<file path="src/rtl/bsg_cache_sbuf_pkg.sv">
// Shared types for the store-buffer drain: entry layout {mask, data, addr} and drain FSM states.
package bsg_cache_sbuf_pkg;

    localparam int addr_width_lp = 28;
    localparam int data_width_lp = 32;
    localparam int mask_width_lp = data_width_lp / 8;

    typedef struct packed {
        logic [mask_width_lp-1:0] mask;
        logic [data_width_lp-1:0] data;
        logic [addr_width_lp-1:0] addr;
    } bsg_cache_sbuf_entry_s;

    typedef enum logic [0:0] {
        EMPTY = 1'b0,
        HELD  = 1'b1
    } bsg_cache_sbuf_drain_state_e;

endpackage

</file>
<file path="src/rtl/bsg_cache_sbuf_starve_ctr.sv">
// Saturating starvation counter: clear has priority, increments stop at limit_p.
module bsg_cache_sbuf_starve_ctr
    import bsg_cache_sbuf_pkg::*;
#(
    parameter int limit_p = 8,
    parameter int width_p = $clog2(limit_p + 1)
) (
    input  logic clk_i,
    input  logic reset_i,
    input  logic clear_i,
    input  logic incr_i,
    output logic at_limit_o
);

    localparam logic [width_p-1:0] limit_lp = width_p'(limit_p);

    logic [width_p-1:0] count_r;

    // counter state with clear-over-increment priority and saturation
    always_ff @(posedge clk_i or posedge reset_i) begin
        if (reset_i) begin
            count_r <= {width_p{1'b0}};
        end else if (clear_i) begin
            count_r <= {width_p{1'b0}};
        end else if (incr_i && (count_r != limit_lp)) begin
            count_r <= count_r + {{(width_p-1){1'b0}}, 1'b1};
        end else begin
            count_r <= count_r;
        end
    end

    assign at_limit_o = (count_r == limit_lp);

endmodule

</file>
<file path="src/rtl/bsg_cache_sbuf_drain.sv">
// Store-buffer drain: holds one entry and writes it to the data array; loads may stall it until starved.
// Optional same-address merging while stalled is enabled by defining BSG_CACHE_SBUF_DRAIN_MERGE_EN.
module bsg_cache_sbuf_drain
    import bsg_cache_sbuf_pkg::*;
#(
    parameter int addr_width_p   = 28,
    parameter int data_width_p   = 32,
    parameter int starve_limit_p = 8
) (
    input  logic                        clk_i,
    input  logic                        reset_i,
    input  logic                        v_i,
    input  bsg_cache_sbuf_entry_s       entry_i,
    output logic                        yumi_o,
    input  logic                        stall_i,
    output logic                        mem_v_o,
    output logic [addr_width_p-1:0]     mem_addr_o,
    output logic [data_width_p-1:0]     mem_data_o,
    output logic [data_width_p/8-1:0]   mem_mask_o,
    input  logic                        mem_ready_i,
    output logic                        starve_o,
    output logic                        empty_o
);

    localparam int mask_width_lp_l = data_width_p / 8;

    function automatic logic [data_width_p-1:0] merge_bytes(
        input logic [data_width_p-1:0]    old_data,
        input logic [data_width_p-1:0]    new_data,
        input logic [mask_width_lp_l-1:0] new_mask
    );
        logic [data_width_p-1:0] result;
        result = old_data;
        for (int b = 0; b < mask_width_lp_l; b++) begin
            if (new_mask[b]) begin
                result[8*b +: 8] = new_data[8*b +: 8];
            end else begin
                result[8*b +: 8] = old_data[8*b +: 8];
            end
        end
        return result;
    endfunction

    bsg_cache_sbuf_drain_state_e state_r;
    logic [addr_width_p-1:0]     hold_addr_r;
    logic [data_width_p-1:0]     hold_data_r;
    logic [mask_width_lp_l-1:0]  hold_mask_r;

    logic [addr_width_p-1:0]     hold_addr_n;
    logic [data_width_p-1:0]     hold_data_n;
    logic [mask_width_lp_l-1:0]  hold_mask_n;

    logic [addr_width_p-1:0]     entry_addr_s;
    logic [data_width_p-1:0]     entry_data_s;
    logic [mask_width_lp_l-1:0]  entry_mask_s;

    logic hold_v_r;
    logic retire_s;
    logic merge_s;

    assign entry_addr_s = addr_width_p'(entry_i.addr);
    assign entry_data_s = data_width_p'(entry_i.data);
    assign entry_mask_s = mask_width_lp_l'(entry_i.mask);

    assign hold_v_r = (state_r == HELD);
    // a starved entry wins the array even when loads want it
    assign mem_v_o  = hold_v_r & (~stall_i | starve_o);
    assign retire_s = mem_v_o & mem_ready_i;

`ifdef BSG_CACHE_SBUF_DRAIN_MERGE_EN
    // only merge while the request is not presented, so its fields never move under the array
    assign merge_s = hold_v_r & ~mem_v_o & v_i & (entry_addr_s == hold_addr_r);
`else
    assign merge_s = 1'b0;
`endif

    assign yumi_o  = v_i & ~reset_i & (~hold_v_r | retire_s | merge_s);
    assign empty_o = ~hold_v_r;

    assign mem_addr_o = hold_addr_r;
    assign mem_data_o = hold_data_r;
    assign mem_mask_o = hold_mask_r;

    // next hold-register contents: merge, fresh load, or keep
    always_comb begin
        hold_addr_n = hold_addr_r;
        hold_data_n = hold_data_r;
        hold_mask_n = hold_mask_r;
        if (merge_s) begin
            hold_data_n = merge_bytes(hold_data_r, entry_data_s, entry_mask_s);
            hold_mask_n = hold_mask_r | entry_mask_s;
        end else if (yumi_o) begin
            hold_addr_n = entry_addr_s;
            hold_data_n = entry_data_s;
            hold_mask_n = entry_mask_s;
        end else begin
            hold_addr_n = hold_addr_r;
            hold_data_n = hold_data_r;
            hold_mask_n = hold_mask_r;
        end
    end

    // drain FSM and hold register
    always_ff @(posedge clk_i or posedge reset_i) begin
        if (reset_i) begin
            state_r     <= EMPTY;
            hold_addr_r <= {addr_width_p{1'b0}};
            hold_data_r <= {data_width_p{1'b0}};
            hold_mask_r <= {mask_width_lp_l{1'b0}};
        end else begin
            case (state_r)
                EMPTY:   state_r <= yumi_o ? HELD : EMPTY;
                HELD:    state_r <= (retire_s & ~yumi_o) ? EMPTY : HELD;
                default: state_r <= EMPTY;
            endcase
            hold_addr_r <= hold_addr_n;
            hold_data_r <= hold_data_n;
            hold_mask_r <= hold_mask_n;
        end
    end

    bsg_cache_sbuf_starve_ctr #(
        .limit_p (starve_limit_p)
    ) starve_ctr (
        .clk_i      (clk_i),
        .reset_i    (reset_i),
        .clear_i    (retire_s | ~hold_v_r),
        .incr_i     (hold_v_r & ~retire_s),
        .at_limit_o (starve_o)
    );

endmodule

</file>
<file path="config.mk">
export PLATFORM = sky130hd
export DESIGN_NAME = bsg_cache_sbuf_drain
export DESIGN_NICKNAME = d
export VERILOG_FILES = /design/src/rtl/bsg_cache_sbuf_pkg.sv /design/src/rtl/bsg_cache_sbuf_starve_ctr.sv /design/src/rtl/bsg_cache_sbuf_drain.sv
export SDC_FILE = /design/constraint.sdc
export NUM_CORES = 1
export LEC_CHECK = 0
export BUFFER_PORTS_ARGS = -buffer_cell sky130_fd_sc_hd__buf_4
export CAP_MARGIN = 25
export CORE_MARGIN = 10
export CORE_UTILIZATION = 35
export DETAILED_ROUTE_END_ITERATION = 10
export GPL_TIMING_DRIVEN = 0
export SLEW_MARGIN = 20
export SYNTH_ARGS = -nofsm -noshare
export SYNTH_HDL_FRONTEND = slang
export SYNTH_SLANG_ARGS = --single-unit
</file>
<file path="constraint.sdc">
create_clock -name clk_i -period 2.54 [get_ports clk_i]
set_input_delay 0.381 -clock clk_i [delete_from_list [all_inputs] [get_ports clk_i]]
set_output_delay 0.381 -clock clk_i [all_outputs]
set_load 0.01 [all_outputs]
</file>
==> out/results.tsv <==
metric	value	unit
status	completed	
worst_ep_required_time	2.16	ns
slew_headroom	0.7052	
place_hpwl	5.301	mm
io-pin-count	137	
power.leakage	0.001984	uW
num_antenna_cells	0	
cts_hold_buffers	0	
dp.cells	405	
drt_first_iter_violations	34	
min_period_over_period	0.9455	
die_w	108.1	um
sequentialPowerShare	0.440	
vias	1846	
rsz0062_at_grt	false	
clkTransAtPathRegs	0.07	ns
cts_root_buf	clkbuf_8	
drive_above_1_share	0.5549	
tritoncts	yes	
syn_inst	166	
ant_nets	0	
viasPerCell	4.385	
cp-end-kind	output port	
cts.path.max_buffers	2	
syn-num-nets	237	
drv_slew	0	
grt_pass1_wl	10.10	mm
pwr-share-clk	0.274	
cts_num_sinks	69	
regArea	1727	um^2
hold_class	input port to async pin	
p_int	2469	uW
final_cells	421	
wl_per_cell	16.09	um
h-tree-depth	3	
post_cts_buffers	0	
final.setup.worst_slack	0.1383	ns
cts_buffers	9	
drc_errors	0	
routed_wl	6.775	mm
ir_drop	327.9	uV
fill_cells	687	
grt_pass1_vias	1924	
p_comb_frac	0.286	
syn_area_per_cell	16.36	um^2
area_growth	50.92	%
synth_seq_cells	69	
grt_max_degree	38	
worst-setup-path-type	register to output port	
max_freq	416.4	MHz
pre_cts_slack	0.4700	ns
antenna_found_initial	0	
track_usage	0.1118	
insertion_delay	0.33	ns
place_area	3886	um^2
min_period	2.402	ns
worst_setup_path_start_kind	register	
cts_resized	0	
fp.dieH	108.1	um
first_pass_iters	3	
routabilityCongestion	0.7037	
rows	32	
port_buffers	136	
timing.hold.ws	0.06625	ns
core-area	7647	um^2
yosysSeqAreaShare	0.6359	
setup_viol	0	
multi_input_area	878.3	um^2
ys_types	20	
cap_violations	0	
start_util	0.3550	
hold_viol	0	
nets	385	
arrival	2.02	ns
tightest_slew	0.4421	ns
fin_skew	0.006987	ns
stdcell_area	4098	um^2
synthesis.area	2715	um^2
fin_util	0.5358	
p_per_area	828.6	nW/um^2
cp_max_fo	10	
p_sw	926.4	uW
ys.warnings.count	0	
switching_share	0.2728	
die_area	11680	um^2
overflow	0	
## Yosys cell counts
master     n  share of area
mux2_1    49           0.20
nand3_1    2         0.0037
inv_1      5         0.0069
nand4b_1   1         0.0032
a21oi_1    2         0.0037
nor2b_1    1         0.0023
xnor2_1    2         0.0065
xor2_1     1         0.0032
ha_1       2         0.0092
nor2_1     2         0.0028
nand3b_4   1         0.0074
nand2b_1   2         0.0046
mux2_2    15          0.062
dfrtp_1   69           0.64
buf_6      1         0.0041
nand2_1    3         0.0041
a311oi_2   1         0.0055
nor3_1     1         0.0018
buf_8      5          0.028
buf_2      1         0.0018
## cell type report
type,count,area share
inverter,5,0.005191
clock buffer,13,0.04122
timing repair buffer,137,0.2540
clock inverter,3,0.01038
buffer,7,0.02229
multi-input combinational,85,0.2144
sequential,69,0.4214
tap,102,0.03114
## critical path, cell delays in order, from the launching register on
cell and delay [ns]:
dfrtp_1 0.40, inv_1 0.10, ha_1 0.22, nand3b_4 0.11, a311oi_2 0.35, buf_6 0.23
buf_8 0.16, buf_4 0.13
## kinds of logic after synthesis
family	after synthesis	share of synthesized area
flops	69	0.6359
mux	64	0.2654
simple gates	13	0.02995
buf+inv	12	0.04055
compound gates	3	0.009215
xor+xnor	3	0.009679
fa+ha+maj	2	0.009215
## worst paths after layout
path	from	to	slack, ns	cells past startpoint
setup / recovery	starve_ctr.count_r[0]	yumi_o	0.14	7
hold / removal	reset_i	starve_ctr.count_r[1]	0.07	2
setup reg to reg	starve_ctr.count_r[0]	mem_data_o[18]	0.52	7
hold reg to reg	mem_addr_o[3]	mem_addr_o[3]	0.49	1
max in group asynchronous	reset_i	mem_data_o[28]	1.93	3
min in group clk_i	entry_i[62]	mem_mask_o[2]	0.26	2
## registers in the layout (all words and copies together) (netlist names)
register            flops
mem_data_o             32
mem_addr_o             28
mem_mask_o              4
starve_ctr.count_r      4
hold_v_r                1
## cell usage in the layout (no fill, tap or decap)
master and n:
buf_4 136, dfrtp_1 69, mux2_1 49, mux2_2 15, clkbuf_8 12, buf_8 5
inv_1 4, nand2_1 3, nand2b_1 2, nand3_1 2, xnor2_1 2, a21oi_1 2
nor2_1 2, ha_1 2, nand3b_4 1, nand4b_1 1, nor3_1 1, nor2b_1 1
a311oi_2 1, buf_6 1, inv_4 1, xor2_1 1, buf_2 1, clkinvlp_4 1
bufinv_16 1, clkinv_2 1, clkbuf_1 1, buf_12 1
## through the flow
step / total power, uW / setup TNS (ns)
after floorplan: 1911 / 0
after global placement: 2490 / -44.11
after detailed placement: 2521 / 0
after CTS: 3468 / 0
after global routing: 3603 / 0
final: 3396 / 0
## power groups by stage
stage	combinational [uW]	clock [uW]	sequential (uW)
final	971	931	1490
after global routing	1050	1020	1530
after CTS	1000	968	1500
after detailed placement	1000	0	1520
after global placement	985	0	1500
after floorplan	275	0	1640
## metal layers
metal,routed length [um],up-vias,global-route usage,share of wire
met5,0,-,0,0
met4,76,0,0.04866,0.011
met3,606,9,0.04640,0.089
met2,3373,71,0.1810,0.50
met1,2718,896,0.1269,0.40
li1,-,870,-,-
Note: power is estimated with default switching activity, not from simulation.
